`config.mk`:
```
export PLATFORM = sky130hd
export DESIGN_NAME = stream_fifo
export DESIGN_NICKNAME = d
export VERILOG_FILES = /design/src/rtl/stream_fifo_pkg.sv /design/src/rtl/stream_fifo_ram.sv /design/src/rtl/stream_fifo.sv
export SDC_FILE = /design/constraint.sdc
export NUM_CORES = 1
export LEC_CHECK = 0
export CAP_MARGIN = 20
export CELL_PAD_IN_SITES_DETAIL_PLACEMENT = 1
export CELL_PAD_IN_SITES_GLOBAL_PLACEMENT = 2
export CORE_MARGIN = 2
export CORE_UTILIZATION = 30
export DETAILED_ROUTE_END_ITERATION = 8
export PLACE_DENSITY_LB_ADDON = 0.2
export SLEW_MARGIN = 5
export SYNTH_ARGS = -nofsm -noshare
export SYNTH_HDL_FRONTEND = slang
export SYNTH_SLANG_ARGS = --single-unit
export TNS_END_PERCENT = 100
```
`constraint.sdc`:
```
create_clock -name clk -period 5.8 [get_ports clk]
set_input_delay 0.87 -clock clk [delete_from_list [all_inputs] [get_ports clk]]
set_output_delay 0.87 -clock clk [all_outputs]
set_load 0.1 [all_outputs]
```
`src/rtl/stream_fifo_pkg.sv`:
```
// Shared constants for the stream stages.
//
// STREAM_WIDTH / STREAM_DEPTH are the default word width and buffer depth
// used by the stream stages. ptr_width() returns the number of address bits
// needed to index a power-of-two buffer of the given depth.
package stream_fifo_pkg;

  localparam int STREAM_WIDTH = 16;
  localparam int STREAM_DEPTH = 8;

  // Address bits for a power-of-two depth (depth >= 2).
  function automatic int ptr_width(input int depth);
    return $clog2(depth);
  endfunction

endpackage

```
`src/rtl/stream_fifo_ram.sv`:
```
// Storage array for stream_fifo.
//
// One synchronous write port and one asynchronous read port. There is no
// reset: contents are meaningless until written, and the control logic never
// presents an unwritten word as valid.
//
// Ports:
//   clk    rising-edge clock for the write port
//   we     write enable
//   waddr  write address (AW bits)
//   wdata  write data (WIDTH bits)
//   raddr  read address (AW bits)
//   rdata  read data, combinational from raddr
module stream_fifo_ram #(
  parameter int WIDTH = 16,
  parameter int AW    = 3
) (
  input  logic             clk,
  input  logic             we,
  input  logic [AW-1:0]    waddr,
  input  logic [WIDTH-1:0] wdata,
  input  logic [AW-1:0]    raddr,
  output logic [WIDTH-1:0] rdata
);

  logic [WIDTH-1:0] mem [2**AW];

  always_ff @(posedge clk) begin
    if (we) begin
      mem[waddr] <= wdata;
    end
  end

  assign rdata = mem[raddr];

endmodule

```
`src/rtl/stream_fifo.sv`:
```
// Synchronous stream FIFO with strobe/acknowledge handshakes on both sides.
//
// Handshake: a word moves across a port on a rising clock edge where that
// port's stb and ack are both high. stb may be held with ack low for any
// number of cycles without consuming anything. Both acks/strobes driven by
// this block (input_a_ack, output_z_stb) and output_z come from registered
// state only, so no input reaches any output combinationally; a word
// written into an empty FIFO becomes visible only after the write edge.
//
// The whole control state is the (write pointer, read pointer, count)
// triple; there is no separate state machine.
//
// Ports:
//   clk           clock, all state changes on the rising edge
//   rst           asynchronous, active-low reset; clears pointers and count
//   input_a       upstream data word
//   input_a_stb   upstream data valid
//   input_a_ack   high while there is room (count != DEPTH)
//   output_z      word at the read pointer (don't-care while output_z_stb low)
//   output_z_stb  high while the FIFO holds data (count != 0)
//   output_z_ack  downstream takes output_z this cycle
//   count         number of words stored, 0..DEPTH
module stream_fifo
  import stream_fifo_pkg::*;
#(
  parameter int WIDTH = STREAM_WIDTH,
  // Must be a power of two, at least 2, so the pointers wrap naturally.
  parameter int DEPTH = STREAM_DEPTH,
  localparam int AW   = ptr_width(DEPTH)
) (
  input  logic             clk,
  input  logic             rst,
  input  logic [WIDTH-1:0] input_a,
  input  logic             input_a_stb,
  output logic             input_a_ack,
  output logic [WIDTH-1:0] output_z,
  output logic             output_z_stb,
  input  logic             output_z_ack,
  output logic [AW:0]      count
);

  localparam logic [AW:0] FULL_COUNT = (AW+1)'(DEPTH);

  logic [AW-1:0] wr_ptr;
  logic [AW-1:0] rd_ptr;
  logic          wr_fire;
  logic          rd_fire;

  // Flow-control outputs depend on the registered count only.
  assign input_a_ack  = (count != FULL_COUNT);
  assign output_z_stb = (count != '0);

  assign wr_fire = input_a_stb  & input_a_ack;
  assign rd_fire = output_z_stb & output_z_ack;

  always_ff @(posedge clk or negedge rst) begin
    if (!rst) begin
      wr_ptr <= '0;
      rd_ptr <= '0;
      count  <= '0;
    end else begin
      // Pointers are exactly AW bits wide, so DEPTH-1 + 1 wraps to 0.
      if (wr_fire) begin
        wr_ptr <= wr_ptr + 1'b1;
      end
      if (rd_fire) begin
        rd_ptr <= rd_ptr + 1'b1;
      end
      case ({wr_fire, rd_fire})
        2'b10:   count <= count + 1'b1;
        2'b01:   count <= count - 1'b1;
        default: count <= count;
      endcase
    end
  end

  // Writes are suppressed while reset is held so nothing lands in storage
  // on an edge that coincides with reset.
  stream_fifo_ram #(
    .WIDTH (WIDTH),
    .AW    (AW)
  ) u_ram (
    .clk   (clk),
    .we    (wr_fire & rst),
    .waddr (wr_ptr),
    .wdata (input_a),
    .raddr (rd_ptr),
    .rdata (output_z)
  );

endmodule

```
# ---- After elaboration in Yosys (flattened, before gate mapping)
# Memories as Yosys holds them, arrays and structs flattened.
# Index checks and enable logic that the tools add are counted.
dict set report word_totals {
  register_bits 10
  latch_bits 0
  mem_bits_rw 128
  romBits 0
  output_inout_bits 22
  word_cells 19
  mem_count 1
}
dict set report op_classes {
  addsub 4
  n_mul 0
  div 0
  n_lt_le_gt_ge 0
  eq_ne 3
  shift 0
  muxes 3
  bitwise 3
  reduce_logical 2
}
# memory words width read_ports rd_clocked_by_memory_dff wr line
set mem_list {}
lappend mem_list {u_ram.mem 8 16 1 0 1 stream_fifo_ram.sv:26} ;# logic [WIDTH-1:0] mem [2**AW];
# cell count
set op_table {}
lappend op_table {{one-hot mux 4 bit (2 select lines)} 1}
lappend op_table {{adder 3 x 1 -> 3 bit (second input constant)} 2}
lappend op_table {{adder 4 x 1 -> 4 bit (second input constant)} 1}
lappend op_table {{inequality test 4 bit (second input constant)} 1}
lappend op_table {{nonzero test 4 bit} 1}
lappend op_table {{subtractor 4 x 1 -> 4 bit (second input constant)} 1}
lappend op_table {{AND 1 bit} 3}
lappend op_table {{== test 2 x 1 -> 1 bit (second input constant)} 1}
lappend op_table {{== test 2 bit (second input constant)} 1}
lappend op_table {{two-way mux 1 bit} 2}
lappend op_table {{nonzero test 2 bit} 1}

# ---- Logic depth before layout (Yosys ltp)
# Gate-level depths: netlist of run 1.
dict set report depth {
  word_depth 5
  ltp_mapped 8
  depth_no_buf 8
}

# ---- Modules after synthesis
# From an unflattened synthesis of run 1, not the netlist that was laid out.
dict set report unflattened {
  hier_cells 250
  area_unflattened_um2 5579.1
}
# mod instances cells_each area_per_inst_um2 seq_area_each_um2
set modules_own_cells {}
lappend modules_own_cells {stream_fifo_ram 1 198 4973.5 3843.7}
lappend modules_own_cells {stream_fifo 1 52 605.6 250.2}

# ---- Worst setup path before layout of run 1
# Ideal clock, no wire load.
dict set report synth_timing {
  path_kind {register to register}
  start {register count[3]}
  end {register count[3]}
  setup_time_ns 0.134
  arrival_ns 3.517
  t_required_ns 5.666
  setup_slack_ns 2.150
  stages_incl_launch_ff 9
  path_buffers 1
  period_less_slack_ns 3.650
  cell_sequence {dfrtp_1 or4b_1 clkbuf_2 nand2_4 ha_1 ha_1 or4b_2 o311ai_0 o211ai_1}
}
dict set report synth_between {
  elab_chain_len 4
  word_cells_on_any_way 10
}
# element line
set synth_lines {}
lappend synth_lines {{start, declared} stream_fifo.sv:39} ;# output logic [AW:0] count
lappend synth_lines {{start signal, assigned} stream_fifo.sv:70} ;# 2'b10: count <= count + 1'b1;
lappend synth_lines {{start signal, assigned} stream_fifo.sv:71} ;# 2'b01: count <= count - 1'b1;
lappend synth_lines {{start signal, assigned} stream_fifo.sv:72} ;# default: count <= count;
lappend synth_lines {{inequality test 4 bit *} stream_fifo.sv:50} ;# assign input_a_ack = (count != FULL_COUNT);
lappend synth_lines {{named net input_a_ack} stream_fifo.sv:35} ;# output logic input_a_ack,
lappend synth_lines {{AND 1 bit *} stream_fifo.sv:53} ;# assign wr_fire = input_a_stb & input_a_ack;
lappend synth_lines {{== test 2 x 1 -> 1 bit or == test 2 bit (tied branches)} stream_fifo.sv:69} ;# case ({wr_fire, rd_fire})
lappend synth_lines {{one-hot mux 4 bit (2 select lines) or nonzero test 2 bit (tied branches)} -}
# Mark *: on every way through the listed nets, which the timed path passes. The rest lies on a longest branch.
# A chain may end at the register's enable or synchronous reset.

# ---- Worst setup path after layout of run 1
dict set report layout_timing {
  start {register rd_ptr[0]}
  end {output output_z[8]}
}
dict set report layout_between {
  elab_chain_len 1
}
# element line
set layout_lines {}
lappend layout_lines {{start, declared} stream_fifo.sv:45} ;# logic [AW-1:0] rd_ptr;
lappend layout_lines {{start signal, assigned} stream_fifo.sv:67} ;# rd_ptr <= rd_ptr + 1'b1;
lappend layout_lines {{memory (8 x 16 bit)} -}
lappend layout_lines {{end, declared} stream_fifo.sv:36} ;# output logic [WIDTH-1:0] output_z,
# Every way passes these cells.

==> results.py, run 1 <==
metrics = {
    "place": {
        "dp_hpwl_um": 6160,
        "port_buffers": 41,
        "gp_congestion": 0.710,
    },
    "synth": {
        "postSynth.asyncResetShare_pct": 7.25,
        "synth.distinct_cells": 32,
        "synth.yosys.seq_area_share_pct": 73.5,
        "ys_warn_count": 0,
        "synth_edf_count": 128,
        "netlist_instances": 252,
        "netlist_area_sq_um": 5570,
        "synth-seq-cells": 138,
        "synthesis.nets": 278,
        "synth_top_flop_cell": "edfxtp_1",
        "syn_area_per_cell_sq_um": 22.1,
    },
    "cts": {
        "cts.sinks": 138,
        "hold_buffers": 0,
        "clkTransAtPathRegs_ps": 60,
        "cts_setup_buffers": 0,
        "cts_max_level": 4,
        "cts_tree": "yes",
        "insertion_delay_ps": 410,
        "cts_resized": 0,
        "root_buffer": "clkbuf_16",
        "cts_buffers": 17,
        "cts_max_path_buffers": 2,
    },
    "drt": {
        "wl_per_cell_um": 20.2,
        "drc": 0,
        "dr.pass1.iters": 4,
        "wirelength_um": 11100,
        "detail-route-antenna-nets": 0,
        "via_per_inst": 4.79,
        "met3_length_um": 373,
        "highest_layer": "met5",
        "wl_met2_um": 5450,
        "wl_met1_um": 5100,
        "vias": 2633,
        "drtIter0Drc": 147,
    },
    "die": {
        "die_h_um": 140,
        "start_util_pct": 30.8,
        "core_sq_um": 18100,
        "die_area_sq_um": 19700,
        "fp.dieW_um": 140,
        "pin_count": 42,
        "num_rows": 49,
    },
    "critical_path": {
        "crit_fanout": 19,
        "cp.arrival_ps": 3240,
        "crit_type": "register to output port",
        "start_kind": "register",
        "crit_chain": "buf_16 > mux4_1 > mux2_2 > clkdlybuf4s50_1",
        "worstPathRequired_ps": 4930,
        "slowest_delay_ps": 970,
        "slowest_stage": "clkdlybuf4s50_1",
        "end_kind": "output port",
    },
    "global_routing": {
        "grt-ovfl-total": 0,
        "grt_max_degree": 35,
        "grt_antenna_before_repair": 1,
        "grt_usage_pct": 11.8,
        "grt_pass1_vias": 2908,
        "grt_pass1_wl_um": 16900,
    },
    "finish": {
        "nNetsFinal": 335,
        "final_cell_mix": "128 x edfxtp_1, 41 x clkdlybuf4s50_1, 25 x mux4_1",
        "fillers": 1698,
        "syn_to_final_growth_pct": 23.7,
        "n_antenna_cell": 0,
        "layout_commonest_cell": "edfxtp_1",
        "drive_gt1_share_pct": 21.5,
    },
    "timing": {
        "hold_violations": 0,
        "max-slew-margin-rel_pct": 33.8,
        "fin_skew_ps": 10.1,
        "rsz0062_at_grt": "false",
        "fmax_mhz": 244,
        "tightest_slew_ps": 993,
        "finalCriticalPeriod_ps": 4110,
        "setup_viol": 0,
        "fin_crit_sh_pct": 70.8,
        "setup_tns_ps": 0,
        "slew_viol_final": 0,
    },
    "flow_run": {
        "maxCapViolCount": 0,
    },
    "worst_hold_path": {
        "hold_class": "register to register",
    },
    "run_status": {
        "status": "finished, final reports clean",
    },
}
critical path: cells and delay by family, from the launching register on:
family                 cells  cell delay, ps
DFF                        1             720
buffers and inverters      2            1220
muxes                      2             890
cells in the mapped netlist (all sizes together), types with 2 or more instances:
cell    number  area (sq um)
nand2        5          26.3
edfxtp     128          3840
xnor2        5          43.8
nor3b        3          22.5
mux4        32           815
mux2        19           214
clkbuf       6          23.8
buf          6          53.8
nor2         4          15.0
nand3        6          30.0
inv          5          18.8
dfrtp       10           250
nor3         4          20.0
ha           5          62.6
or4b         2          20.0
a21oi        2          10.0
cells by family (layout without fill, tap and decap cells):
group	after synthesis	after routing	share of synthesized area [%]
flops	138	138	73.5
xor+xnor	6	6	0.944
simple gates	27	27	2.90
mux	52	52	18.7
compound gates	6	6	0.764
buf+inv	17	86	1.73
fa+ha+maj	6	6	1.48
sequential cells by signal, indices dropped and copies added, names as in the netlist:
signal,flops
rd_ptr,3
count,4
wr_ptr,3
u_ram.mem,128
final timing paths:
| check | slack [ps] | depth (start not counted) | start | end |
|---|---|---|---|---|
| max reg2reg | 2740 | 7 | count[0] | count[3] |
| min in group asynchronous | 840 | 1 | rst | wr_ptr[1] |
| max in group asynchronous | 4530 | 1 | rst | rd_ptr[0] |
| max | 1690 | 4 | rd_ptr[0] | output_z[8] |
| min | 530 | 1 | wr_ptr[0] | wr_ptr[0] |
| min reg2reg | 530 | 1 | wr_ptr[0] | wr_ptr[0] |
layer usage:
metal | track usage [%] | vias to the layer above
met4 | 4.15 | 2
li1 | - | 1178
met2 | 19.6 | 44
met5 | 0 | -
met3 | 3.18 | 16
met1 | 15.0 | 1393
through the flow:
stage / hold WS, ps / setup slack, ps / cells / instance area [sq um] / utilization, %
finish: 531 / 1690 / 550 / 6890 / 38.1
global route: 586 / 1550 / 550 / 6890 / 38.1
global placement: 516 / 1870 / 518 / 6270 / 34.7
floorplan: 484 / 2150 / 252 / 5570 / -
detailed placement: 521 / 1860 / 518 / 6270 / 34.7
CTS: 534 / 1420 / 549 / 6860 / 37.9
area by class of cell:
cell class | count | area (sq um) | area share [%]
Inverter | 5 | 18.8 | 0.273
Clock buffer | 20 | 437 | 6.34
Multi-Input combinational cell | 97 | 1400 | 20.3
Tap cell | 229 | 287 | 4.16
Sequential cell | 138 | 4100 | 59.5
Timing Repair Buffer | 50 | 498 | 7.23
Clock inverter | 11 | 153 | 2.22
Power of run 1 is not shown: default switching activity piles up to over one toggle a cycle in this logic, so the estimate is an artifact.
==> run 2, diff against run 1 <==
==> constraint.sdc (replaced) <==
create_clock -name clk -period 4.3 [get_ports clk]
set_input_delay 0.645 -clock clk [delete_from_list [all_inputs] [get_ports clk]]
set_output_delay 0.645 -clock clk [all_outputs]
set_load 0.1 [all_outputs]
==> run 2 against run 1 <==
Effect of this change: non-clock buffer count up 1; sequential share of layout area up 0.67 points; clock skew down 4.6 ps; register-to-register slack worse by 1500 ps; setup slack worse by 690 ps; global-route usage up 0.49 points; count of clock-buffer cells in the layout unchanged; flip-flop and latch count unchanged; via count up 0.34%; highest routed layer is now met4.
==> results.py, run 2 (same netlist as run 1, synthesis figures left out) <==
metrics = {
    "drt": {
        "wirelength_um": 11300,
        "drc": 0,
        "vias": 2642,
        "wl_per_cell_um": 20.4,
        "drtIter0Drc": 116,
        "via_per_inst": 4.79,
        "dr.pass1.iters": 4,
        "detail-route-antenna-nets": 0,
    },
    "cts": {
        "cts_buffers": 17,
        "cts_max_level": 4,
        "root_buffer": "clkbuf_16",
        "cts.sinks": 138,
        "cts_resized": 0,
        "insertion_delay_ps": 410,
        "clkTransAtPathRegs_ps": 60,
        "hold_buffers": 0,
        "cts_setup_buffers": 0,
        "cts_max_path_buffers": 2,
        "cts_tree": "yes",
    },
    "flow_run": {
        "maxCapViolCount": 0,
    },
    "critical_path": {
        "crit_chain": "buf_4 > mux4_1 > mux2_2 > buf_4",
        "reg2reg_depth": 7,
        "start_kind": "register",
        "r2r_start": "count[0]",
        "crit_type": "register to output port",
        "r2r_slack_ps": 1290,
        "end_kind": "output port",
        "cpMostUsedCell": "buf_4",
        "slowest_stage": "dfrtp_2",
        "worstPathRequired_ps": 3650,
        "crit_fanout": 22,
        "cp.arrival_ps": 2650,
        "reg2reg_to": "count[3]",
        "slowest_delay_ps": 820,
    },
    "finish": {
        "syn_to_final_growth_pct": 22.3,
        "fillers": 1725,
        "regArea_sq_um": 4100,
        "layout_commonest_cell": "edfxtp_1",
        "n_antenna_cell": 0,
        "nNetsFinal": 336,
        "multi_input_area_sq_um": 1400,
        "drive_gt1_share_pct": 27.0,
        "final_cell_mix": "128 x edfxtp_1, 26 x buf_4, 25 x mux4_1, 25 x clkdlybuf4s50_1, 19 x mux2_2",
        "largest-register": "u_ram.mem",
        "top_regs": "u_ram.mem x128, count x4",
        "largest_reg_flops": 128,
    },
    "die": {
        "die_area_sq_um": 19700,
        "start_util_pct": 30.8,
        "pin_count": 42,
        "fp.dieW_um": 140,
        "core_sq_um": 18100,
        "num_rows": 49,
        "die_h_um": 140,
    },
    "timing": {
        "slew_viol_final": 0,
        "finalCriticalPeriod_ps": 3300,
        "fin_skew_ps": 5.45,
        "setup_tns_ps": 0,
        "fmax_mhz": 303,
        "rsz0062_at_grt": "false",
        "fin_ws_ps": 1000,
        "tightest_slew_ps": 1030,
        "setup_viol": 0,
        "fin_hold_ws_ps": 529,
        "fin_crit_sh_pct": 76.7,
        "hold_violations": 0,
        "max-slew-margin-rel_pct": 31.6,
    },
    "global_routing": {
        "grt-ovfl-total": 0,
        "grt_usage_pct": 12.3,
        "grt_max_degree": 35,
        "grt_pass1_wl_um": 17500,
        "grt_antenna_before_repair": 0,
        "grt_pass1_vias": 2903,
    },
    "worst_hold_path": {
        "holdPathStages": 1,
        "hold_class": "register to register",
        "min_to": "wr_ptr[0]",
        "hp-start": "wr_ptr[0]",
    },
    "run_status": {
        "status": "finished, final reports clean",
    },
    "place": {
        "port_buffers": 41,
        "dp_hpwl_um": 6400,
        "dpl_worst_slack_ps": 1240,
        "gp_congestion": 0.699,
    },
}
-- run 2: cell count changes in the layout (fill, tap and decap cells not counted), sizes merged --
cell and change:
buf +17, clkdlybuf4s50 -16, clkinv +1, bufinv -1
-- run 2: how the worst max path moves through the flow --
stage,from,end,slack (ps),cells after the start
global route,rd_ptr[0],output_z[14],880,4
detailed placement,output_z_ack,count[3],1240,8
finish,rd_ptr[0],output_z[14],1000,4
global placement,output_z_ack,count[3],1270,8
floorplan,count[3],count[3],650,8
CTS,rd_ptr[0],output_z[14],930,4
-- run 2: layout make-up --
class                      count  share of cell area [%]
clock buffer                  20                    6.41
inverter                       5                   0.276
timing repair buffer          51                    6.54
tap                          229                    4.21
clock inverter                11                    1.89
sequential                   138                    60.2
multi-input combinational     97                    20.5
-- run 2: stage by stage --
stage | cell area (sq um) | cells | utilization, %
final | 6810 | 551 | 37.7
after global routing | 6810 | 551 | 37.7
after CTS | 6810 | 551 | 37.7
after detailed placement | 6240 | 520 | 34.5
after global placement | 6240 | 520 | 34.5
after floorplan | 5570 | 252 | -
-- run 2: worst max-delay path: cells and delay by family, from the launching register on --
| kind | cells | cell delay (ps) |
|---|---|---|
| flip-flops | 1 | 820 |
| buffers and inverters | 2 | 560 |
| multiplexers | 2 | 850 |
-- run 2: routing by layer --
| layer | up-vias | wire length (um) | GRT usage [%] |
|---|---|---|---|
| met5 | - | 0 | 0 |
| met4 | 0 | 201 | 5.26 |
| met3 | 17 | 296 | 2.97 |
| met2 | 37 | 5490 | 19.5 |
| met1 | 1402 | 5280 | 16.3 |
| li1 | 1186 | - | - |
Power of run 2 is left out for the same reason.
